### config.mk
export PLATFORM = sky130hd
export DESIGN_NAME = ara_pe_req_dispatcher_flat
export DESIGN_NICKNAME = d
export VERILOG_FILES = /design/src/rtl/ara_pe_req_dispatcher_pkg.sv /design/src/rtl/ara_pe_req_dispatcher_if.sv /design/src/rtl/ara_pe_req_dispatcher_fifo.sv /design/src/rtl/ara_pe_req_dispatcher.sv /design/src/flat_wrapper.sv
export SDC_FILE = /design/constraint.sdc
export NUM_CORES = 1
export LEC_CHECK = 0
export CAP_MARGIN = 5
export CORE_MARGIN = 4
export CORE_UTILIZATION = 35
export CTS_BUF_LIST = sky130_fd_sc_hd__clkbuf_16
export CTS_CLUSTER_SIZE = 10
export DETAILED_ROUTE_END_ITERATION = 12
export PLACE_DENSITY = 0.67
export RECOVER_POWER = 25
export SYNTH_ARGS = -nofsm -noshare
export SYNTH_HDL_FRONTEND = slang
export SYNTH_SLANG_ARGS = --single-unit
### constraint.sdc
create_clock -name clk_i -period 3.3 [get_ports clk_i]
set_input_delay 0.495 -clock clk_i [delete_from_list [all_inputs] [get_ports clk_i]]
set_output_delay 0.495 -clock clk_i [all_outputs]
set_load 0.05 [all_outputs]
### src/rtl/ara_pe_req_dispatcher_pkg.sv
// Shared types for the PE request dispatcher: PE target vector, request
// payload and the helper that maps a functional unit to its target PEs.
package ara_pe_req_dispatcher_pkg;

  localparam int unsigned NrLanes     = 1;
  localparam int unsigned OffsetLoad  = NrLanes;
  localparam int unsigned OffsetStore = NrLanes + 1;
  localparam int unsigned OffsetSlide = NrLanes + 2;
  localparam int unsigned OffsetMask  = NrLanes + 3;

  // One bit per PE: lanes first, then load, store, slide, mask.
  typedef logic [NrLanes+3:0] pe_target_t;

  typedef enum logic [2:0] {
    VFU_None      = 3'd0,
    VFU_Alu       = 3'd1,
    VFU_MFpu      = 3'd2,
    VFU_SlideUnit = 3'd3,
    VFU_MaskUnit  = 3'd4,
    VFU_LoadUnit  = 3'd5,
    VFU_StoreUnit = 3'd6
  } vfu_e;

  typedef struct packed {
    logic [3:0]  id;
    vfu_e        vfu;
    logic        vm;
    logic [4:0]  vd;
    logic [15:0] scalar_op;
  } pe_req_t;

  // PEs that must see a request for the given unit; a masked op (vm=0)
  // additionally needs the mask unit.
  function automatic pe_target_t vfu_target(input vfu_e vfu, input logic vm);
    pe_target_t t;
    t = '0;
    case (vfu)
      VFU_Alu, VFU_MFpu: t[NrLanes-1:0] = '1;
      VFU_LoadUnit:      t[OffsetLoad]  = 1'b1;
      VFU_StoreUnit:     t[OffsetStore] = 1'b1;
      VFU_SlideUnit:     t[OffsetSlide] = 1'b1;
      VFU_MaskUnit:      t[OffsetMask]  = 1'b1;
      default:           t = '0;
    endcase
    if (!vm) t[OffsetMask] = 1'b1;
    return t;
  endfunction

endpackage

### src/rtl/ara_pe_req_dispatcher_if.sv
// Sequencer-to-dispatcher request channel plus the per-PE broadcast channel.
interface ara_pe_req_dispatcher_if
  import ara_pe_req_dispatcher_pkg::*;
#(
  parameter int unsigned NrPEs = 5,
  parameter type         req_t = pe_req_t
) ();

  req_t             req;
  logic [NrPEs-1:0] target;
  logic             req_valid;
  logic             req_ready;
  req_t             pe_req;
  logic [NrPEs-1:0] pe_req_valid;
  logic [NrPEs-1:0] pe_req_ready;

  // Environment side: sequencer issuing requests and PEs accepting them.
  modport master (
    output req, target, req_valid, pe_req_ready,
    input  req_ready, pe_req, pe_req_valid
  );

  // Dispatcher side.
  modport slave (
    input  req, target, req_valid, pe_req_ready,
    output req_ready, pe_req, pe_req_valid
  );

endinterface

### src/rtl/ara_pe_req_dispatcher_fifo.sv
// Request buffer without fall-through; flush has priority over push and pop,
// push when full and pop when empty are ignored.
module ara_pe_req_dispatcher_fifo #(
  parameter int unsigned Depth     = 2,
  parameter int unsigned DataWidth = 8
) (
  input  logic                         clk_i,
  input  logic                         rst_ni,
  input  logic                         flush_i,
  input  logic                         push_i,
  input  logic [DataWidth-1:0]         data_i,
  input  logic                         pop_i,
  output logic [DataWidth-1:0]         data_o,
  output logic                         full_o,
  output logic                         empty_o,
  output logic [$clog2(Depth+1)-1:0]   usage_o
);

  localparam int unsigned PtrW = (Depth > 1) ? $clog2(Depth) : 1;
  localparam int unsigned CntW = $clog2(Depth + 1);

  logic [DataWidth-1:0] r_mem [Depth];
  logic [PtrW-1:0]      r_wr_ptr;
  logic [PtrW-1:0]      r_rd_ptr;
  logic [CntW-1:0]      r_cnt;
  logic                 w_push;
  logic                 w_pop;

  function automatic logic [PtrW-1:0] ptr_inc(input logic [PtrW-1:0] p);
    return (p == PtrW'(Depth - 1)) ? '0 : p + PtrW'(1);
  endfunction

  assign full_o  = (r_cnt == CntW'(Depth));
  assign empty_o = (r_cnt == '0);
  assign usage_o = r_cnt;
  assign data_o  = r_mem[r_rd_ptr];
  assign w_push  = push_i && !full_o && !flush_i;
  assign w_pop   = pop_i && !empty_o && !flush_i;

  // Pointer and occupancy bookkeeping.
  always_ff @(posedge clk_i or negedge rst_ni) begin
    if (!rst_ni) begin
      r_wr_ptr <= '0;
      r_rd_ptr <= '0;
      r_cnt    <= '0;
    end else if (flush_i) begin
      r_wr_ptr <= '0;
      r_rd_ptr <= '0;
      r_cnt    <= '0;
    end else begin
      if (w_push) r_wr_ptr <= ptr_inc(r_wr_ptr);
      if (w_pop)  r_rd_ptr <= ptr_inc(r_rd_ptr);
      if (w_push && !w_pop)      r_cnt <= r_cnt + CntW'(1);
      else if (w_pop && !w_push) r_cnt <= r_cnt - CntW'(1);
    end
  end

  // Storage array; contents are only observed while the buffer is non-empty.
  always_ff @(posedge clk_i) begin
    if (w_push) r_mem[r_wr_ptr] <= data_i;
  end

endmodule

### src/rtl/ara_pe_req_dispatcher.sv
// Decoupled issue stage: buffers sequencer requests and broadcasts the head
// entry to its target PEs, each of which handshakes independently. The head
// retires once every targeted PE has accepted it.
// Optional build macro ARA_DISPATCH_STATS_EN enables the head-stall counter.
module ara_pe_req_dispatcher
  import ara_pe_req_dispatcher_pkg::*;
#(
  parameter int unsigned NrPEs = 5,
  parameter int unsigned Depth = 2,
  parameter type         req_t = pe_req_t
) (
  input  logic                       clk_i,
  input  logic                       rst_ni,
  input  logic                       flush_i,
  ara_pe_req_dispatcher_if.slave     bus,
  output logic [$clog2(Depth+1)-1:0] occupancy_o,
  output logic                       idle_o,
  output logic [31:0]                stall_cnt_o
);

  localparam int unsigned ReqW  = $bits(req_t);
  localparam int unsigned DataW = ReqW + NrPEs;
  localparam int unsigned CntW  = $clog2(Depth + 1);

  logic [DataW-1:0] w_push_data;
  logic [DataW-1:0] w_head_data;
  logic             w_full;
  logic             w_empty;
  logic             w_req_ready;
  logic             w_push;
  logic             w_done;
  logic [CntW-1:0]  w_usage;
  req_t             w_head_req;
  logic [NrPEs-1:0] w_head_tgt;
  logic [NrPEs-1:0] w_valid;
  logic [NrPEs-1:0] w_hs;
  logic [NrPEs-1:0] r_accepted;

  // Full is a registered-occupancy function; no pop bypass, and flush blocks intake.
  assign w_req_ready = !w_full && !flush_i;
  assign w_push      = bus.req_valid && w_req_ready;
  assign w_push_data = {bus.req, bus.target};

  ara_pe_req_dispatcher_fifo #(
    .Depth     (Depth),
    .DataWidth (DataW)
  ) u_fifo (
    .clk_i   (clk_i),
    .rst_ni  (rst_ni),
    .flush_i (flush_i),
    .push_i  (w_push),
    .data_i  (w_push_data),
    .pop_i   (w_done),
    .data_o  (w_head_data),
    .full_o  (w_full),
    .empty_o (w_empty),
    .usage_o (w_usage)
  );

  assign w_head_req = w_head_data[DataW-1:NrPEs];
  assign w_head_tgt = w_head_data[NrPEs-1:0];

  // Per-PE valid, handshakes and head retirement (zero target retires at once).
  always_comb begin
    w_valid = '0;
    if (!w_empty) w_valid = w_head_tgt & ~r_accepted;
    w_hs   = w_valid & bus.pe_req_ready;
    w_done = !w_empty && (((r_accepted | w_hs) & w_head_tgt) == w_head_tgt);
  end

  // Broadcast payload; an empty buffer presents an all-zero request.
  always_comb begin
    bus.pe_req = '0;
    if (!w_empty) bus.pe_req = w_head_req;
  end

  assign bus.pe_req_valid = w_valid;
  assign bus.req_ready    = w_req_ready;
  assign occupancy_o      = w_usage;
  assign idle_o           = (w_usage == '0);

  // Remember which PEs already took the head; fresh for every new head.
  always_ff @(posedge clk_i or negedge rst_ni) begin
    if (!rst_ni) begin
      r_accepted <= '0;
    end else if (flush_i || w_done) begin
      r_accepted <= '0;
    end else begin
      r_accepted <= r_accepted | w_hs;
    end
  end

`ifdef ARA_DISPATCH_STATS_EN
  logic [31:0] r_stall_cnt;

  // Saturating count of cycles the head sits unretired; only reset clears it.
  always_ff @(posedge clk_i or negedge rst_ni) begin
    if (!rst_ni) begin
      r_stall_cnt <= '0;
    end else if (!w_empty && !w_done && (r_stall_cnt != 32'hFFFF_FFFF)) begin
      r_stall_cnt <= r_stall_cnt + 32'd1;
    end
  end

  assign stall_cnt_o = r_stall_cnt;
`else
  assign stall_cnt_o = '0;
`endif

endmodule

### src/flat_wrapper.sv
// flat-port wrapper written by rule: the top's interface ports become plain ports
module ara_pe_req_dispatcher_flat import ara_pe_req_dispatcher_pkg::*;
#(
  parameter int unsigned NrPEs = 5,
  parameter int unsigned Depth = 2,
  parameter type         req_t = pe_req_t
)
  (clk_i, rst_ni, flush_i, occupancy_o, idle_o, stall_cnt_o, bus_req, bus_target, bus_req_valid, bus_pe_req_ready, bus_req_ready, bus_pe_req, bus_pe_req_valid);
  ara_pe_req_dispatcher_if #(.NrPEs(NrPEs), .req_t(req_t)) bus_i ();
  input  logic clk_i;
  input  logic rst_ni;
  input  logic flush_i;
  output logic [$clog2(Depth+1)-1:0] occupancy_o;
  output logic idle_o;
  output logic [31:0] stall_cnt_o;
  input wire logic [$bits(bus_i.req)-1:0] bus_req;
  input wire logic [$bits(bus_i.target)-1:0] bus_target;
  input wire logic [$bits(bus_i.req_valid)-1:0] bus_req_valid;
  input wire logic [$bits(bus_i.pe_req_ready)-1:0] bus_pe_req_ready;
  output wire logic [$bits(bus_i.req_ready)-1:0] bus_req_ready;
  output wire logic [$bits(bus_i.pe_req)-1:0] bus_pe_req;
  output wire logic [$bits(bus_i.pe_req_valid)-1:0] bus_pe_req_valid;
  assign bus_i.req = bus_req;
  assign bus_i.target = bus_target;
  assign bus_i.req_valid = bus_req_valid;
  assign bus_i.pe_req_ready = bus_pe_req_ready;
  assign bus_req_ready = bus_i.req_ready;
  assign bus_pe_req = bus_i.pe_req;
  assign bus_pe_req_valid = bus_i.pe_req_valid;
  ara_pe_req_dispatcher #(.NrPEs(NrPEs), .Depth(Depth), .req_t(req_t)) u_core (.clk_i(clk_i), .rst_ni(rst_ni), .flush_i(flush_i), .bus(bus_i), .occupancy_o(occupancy_o), .idle_o(idle_o), .stall_cnt_o(stall_cnt_o));
endmodule
==> results.md <==
Yosys:
- Summing the areas of all compound-gate instances in the mapped netlist gives 2.844% of the synthesized area.
- After synthesis, the largest family of logic cells by area is multiplexers.
- Multiplexer cells account for 11.49% of the synthesized area.
- For this run, the register share of the synthesized area comes to 67.81%.
- In this run, synthesis inferred 68 flip-flops with an integrated enable.
- The share of synthesized cell area in full adder, half adder and majority cells is 0%.
- After Yosys synthesis, and, or, nand and nor cells account for 8.757% of the synthesized area.
- In this run, synthesis produced a sequential element count of 77.
- The post-synthesis instance total is 234.
- The xor/xnor cell area share of the yosys netlist is 0%.
- The total of warnings raised by yosys is 0.
- The synthesized area per cell is 14.29 um2.
- Counting flops with an async set or reset pin after synthesis yields a share of 11.69%.
- Yosys mapped the design onto 30 distinct sky130hd cell types.
- The top flip-flop cell by instance count after synthesis is edfxtp_1.
- The mapped cell area is 3343 um2.

Clock network:
- Post-CTS repair changed the size of 0 cells.
- The number of buffers inserted during clock tree synthesis is 9.
- Post-CTS timing repair inserted 0 buffers for setup.
- For this design, the sink count on the clock tree is 77.
- The clock root buffer is clkbuf_16.
- Clock-pin slew was measured on the worst setup and hold paths at 0.06 ns.
- The clock tree buffer depth is 2.
- Buffers inserted to repair hold after CTS numbered 0.
- The number of H-tree levels is 3.
- The clock latency reported for the late side of the worst-skew pair is 0.32 ns.
- The TritonCTS clock tree is built.

Drt:
- The sum of met3 wire segment lengths after detailed routing is 563 um.
- The wire length after detailed routing is 6.628 mm.
- The remaining number of nets flagged by the antenna check after routing is 0.
- The number of vias per cell is 4.441.
- The wire length on met2 is 3.060 mm.
- After the first detailed-routing iteration, the DRC count stood at 110.
- The wire length per cell is 14.54 um.
- In the routed design, unresolved DRC markers number 0.
- Across all layers, the routed design uses 2025 vias.
- The number of iterations in the first detailed-routing pass is 4.
- The detailed router put a total of 2.915 mm of wire on met1.
- After detailed routing, no signal wire sits above met5.

STA:
- Dividing the final minimum period by the clock period gives 86.17%.
- The headroom to the max-slew limit is 57.01%.
- The final clock skew is 0.005670 ns.
- For the pin with the worst max-slew slack, the measured transition is 0.6400 ns.
- After layout, the minimum clock period comes to 2.844 ns.
- Adding up every negative setup slack in the final design gives 0 ns.
- Static timing analysis puts the maximum clock frequency at 0.3517 GHz.
- The final-report hold violation count is 0.
- The final number of max-transition violations was 0.
- Setup violations remaining at the end of the flow were counted as 0.
- Setup repair after global routing left no endpoint under its margin.

Floorplan:
- The boundary pin count is 113.
- The floorplan step defined a core boundary enclosing 9284 um2.
- The floorplan step defined a die boundary enclosing 11180 um2.
- The floorplan die width is 105.7 um.
- For this configuration, the core starts out at a cell density of 36.01%.
- After floorplanning, the core was divided into 35 placement rows.
- The y dimension of the die is 105.7 um.

Place:
- The number of input and output port buffers inserted is 80.
- Detailed placement ended at an HPWL of 4.666 mm.
- The weighted congestion at the end of routability-driven global placement is 0.7240.

Power and ir drop:
- In this run the static leakage power is 1.560 nW.
- The worst-case vdd ir drop is 0.3196 mV.
- In this run the power density over the cells is 565.4 nW/um2.
- The overall power after layout is 2.528 mW.

Global routing:
- The initial antenna violation count was 2.
- The pin count of the biggest net entering global routing is 35.
- The remaining global-route overflow is 0.
- In the global route stage, overall resource usage came out at 11.84%.
- The first-pass GRT wire length is 10.23 mm.
- The via count of the first global-routing pass came to 2042.

Finish:
- The net count of the finished layout is 364.
- In the layout the commonest cells are edfxtp_1 (68), clkdlybuf4s50_1 (56), nor2_1 (34), mux2i_1 (32), conb_1 (32).
- The area growth from synthesis to layout is 33.76%.
- The library cell used most frequently in the layout, excluding fill and tap cells, is edfxtp_1.
- In the final layout, the share of cells above drive strength 1 is 9.816%.

Critical path:
- The longest individual stage delay on the worst path is 0.82 ns.
- The capturing instance or port of the critical path is bus_pe_req[10].
- The endpoint arrival time on the critical path is 2.35 ns.
- The worst register-to-register path begins at u_core.u_fifo.r_rd_ptr$_DFFE_PN0P_.
- The number of buffer and inverter instances along the worst setup path is 2.
- The type of the worst setup path is reg2out.
- The number of cells on the worst reg-to-reg path is 4.
- The signal on the critical path passes through buf_4, mux2i_1, nor2_1, clkdlybuf4s50_1.
- In this run the worst setup path begins at u_core.u_fifo.r_rd_ptr$_DFFE_PN0P_.
- The cell depth of the worst setup path is 4.
- On the critical path, the stage with the largest delay is an instance of clkdlybuf4s50_1.
- The type of destination of the critical path is a primary output.
- The peak fanout along the critical path is 14.
- The setup check on the worst reg-to-reg path leaves a slack of 1.21 ns.
- Broken down by cell family, the worst path's largest delay share belongs to buffers and inverters.
- STA classifies the critical path startpoint as a register.
- The data required time at the worst endpoint is 2.80 ns.
- The endpoint identified for the worst register-to-register timing path is u_core.u_fifo.usage_o[0]$_DFFE_PN0P_.

Worst hold path:
- The type of the tightest min-delay check is in2async.

Run status:
- The run finished with clean final reports.

Flow run:
- Max-cap violations in this run came to 0.
==> layer usage <==
layer  GRT usage (%)  up-vias
met3           4.409       12
met1           14.53      962
met4           4.625        2
li1                -      961
met2           18.94       88
met5               0        -
==> how the worst min path moves through the flow <==
| stage | start | endpoint | slack [ns] | cells after the start |
|---|---|---|---|---|
| 3_3_place_gp | u_core.u_fifo.r_wr_ptr$_DFFE_PN0P_ | u_core.u_fifo.r_wr_ptr$_DFFE_PN0P_ | 0.54 | 1 |
| 5_1_grt | rst_ni | u_core.r_accepted[1]$_DFF_PN0_ | 0.52 | 1 |
| 4_1_cts | rst_ni | u_core.r_accepted[4]$_DFF_PN0_ | 0.50 | 1 |
| 2_1_floorplan | rst_ni | u_core.r_accepted[0]$_DFF_PN0_ | 0.20 | 0 |
| 3_5_place_dp | u_core.u_fifo.r_wr_ptr$_DFFE_PN0P_ | u_core.u_fifo.r_wr_ptr$_DFFE_PN0P_ | 0.56 | 1 |
| 6_report | rst_ni | u_core.r_accepted[0]$_DFF_PN0_ | 0.50 | 1 |
==> layout make-up <==
class	count	area (um2)
clock inverter	7	41.29
sequential	77	2268
multi-input combinational	143	908.4
inverter	3	11.26
fill	808	4812
antenna	1	2.502
tap	129	161.4
timing repair buffer	87	853.3
clock buffer	9	225.2
==> registers in the layout, indices dropped and copies added, names as in the netlist <==
signal	cells
u_core.u_fifo.r_wr_ptr	1
u_core.u_fifo.r_rd_ptr	1
u_core.u_fifo.usage_o	2
u_core.u_fifo.r_mem	68
u_core.r_accepted	5
==> synth_stat cells (2+ instances only) <==
cell type / n / area share [%]
edfxtp_1: 68 / 61
nor2_1: 36 / 4.0
buf_4: 32 / 7.2
mux2i_1: 32 / 9.6
nor3_1: 11 / 1.6
dfrtp_1: 9 / 6.7
a21oi_1: 6 / 0.90
clkbuf_1: 6 / 0.67
buf_2: 3 / 0.45
inv_1: 3 / 0.34
mux2i_2: 3 / 1.2
o32ai_1: 3 / 0.79
mux2_1: 2 / 0.67
nand2_1: 2 / 0.22
nor2b_1: 2 / 0.37
or2_2: 2 / 0.37
==> where the power goes <==
group | leakage, nW | internal, mW | total, mW | switching [mW]
combinational | 0.684 | 0.164 | 0.527 | 0.363
sequential | 0.745 | 1.11 | 1.14 | 0.0246
clock | 0.130 | 0.503 | 0.862 | 0.359
total | 1.56 | 1.78 | 2.53 | 0.747
==> stage by stage <==
stage,hold slack (ns),worst slack (ns),std cells,area [um2],util (%)
finish,0.4978,0.4565,456,4472,48.17
global route,0.5201,0.3453,456,4472,48.17
CTS,0.5025,0.4120,455,4469,48.14
detailed placement,0.5569,0.7830,439,4203,45.27
global placement,0.5375,0.7641,439,4203,45.27
floorplan,0.1994,0.1008,265,3467,-
==> cells by family after synthesis <==
kind of cell,after synthesis
and+or+nand+nor,61
buffers and inverters,45
muxes,37
AOI/OAI and AO/OA,13
DFF,77
other,1
Note: power is estimated with default switching activity, not from simulation.
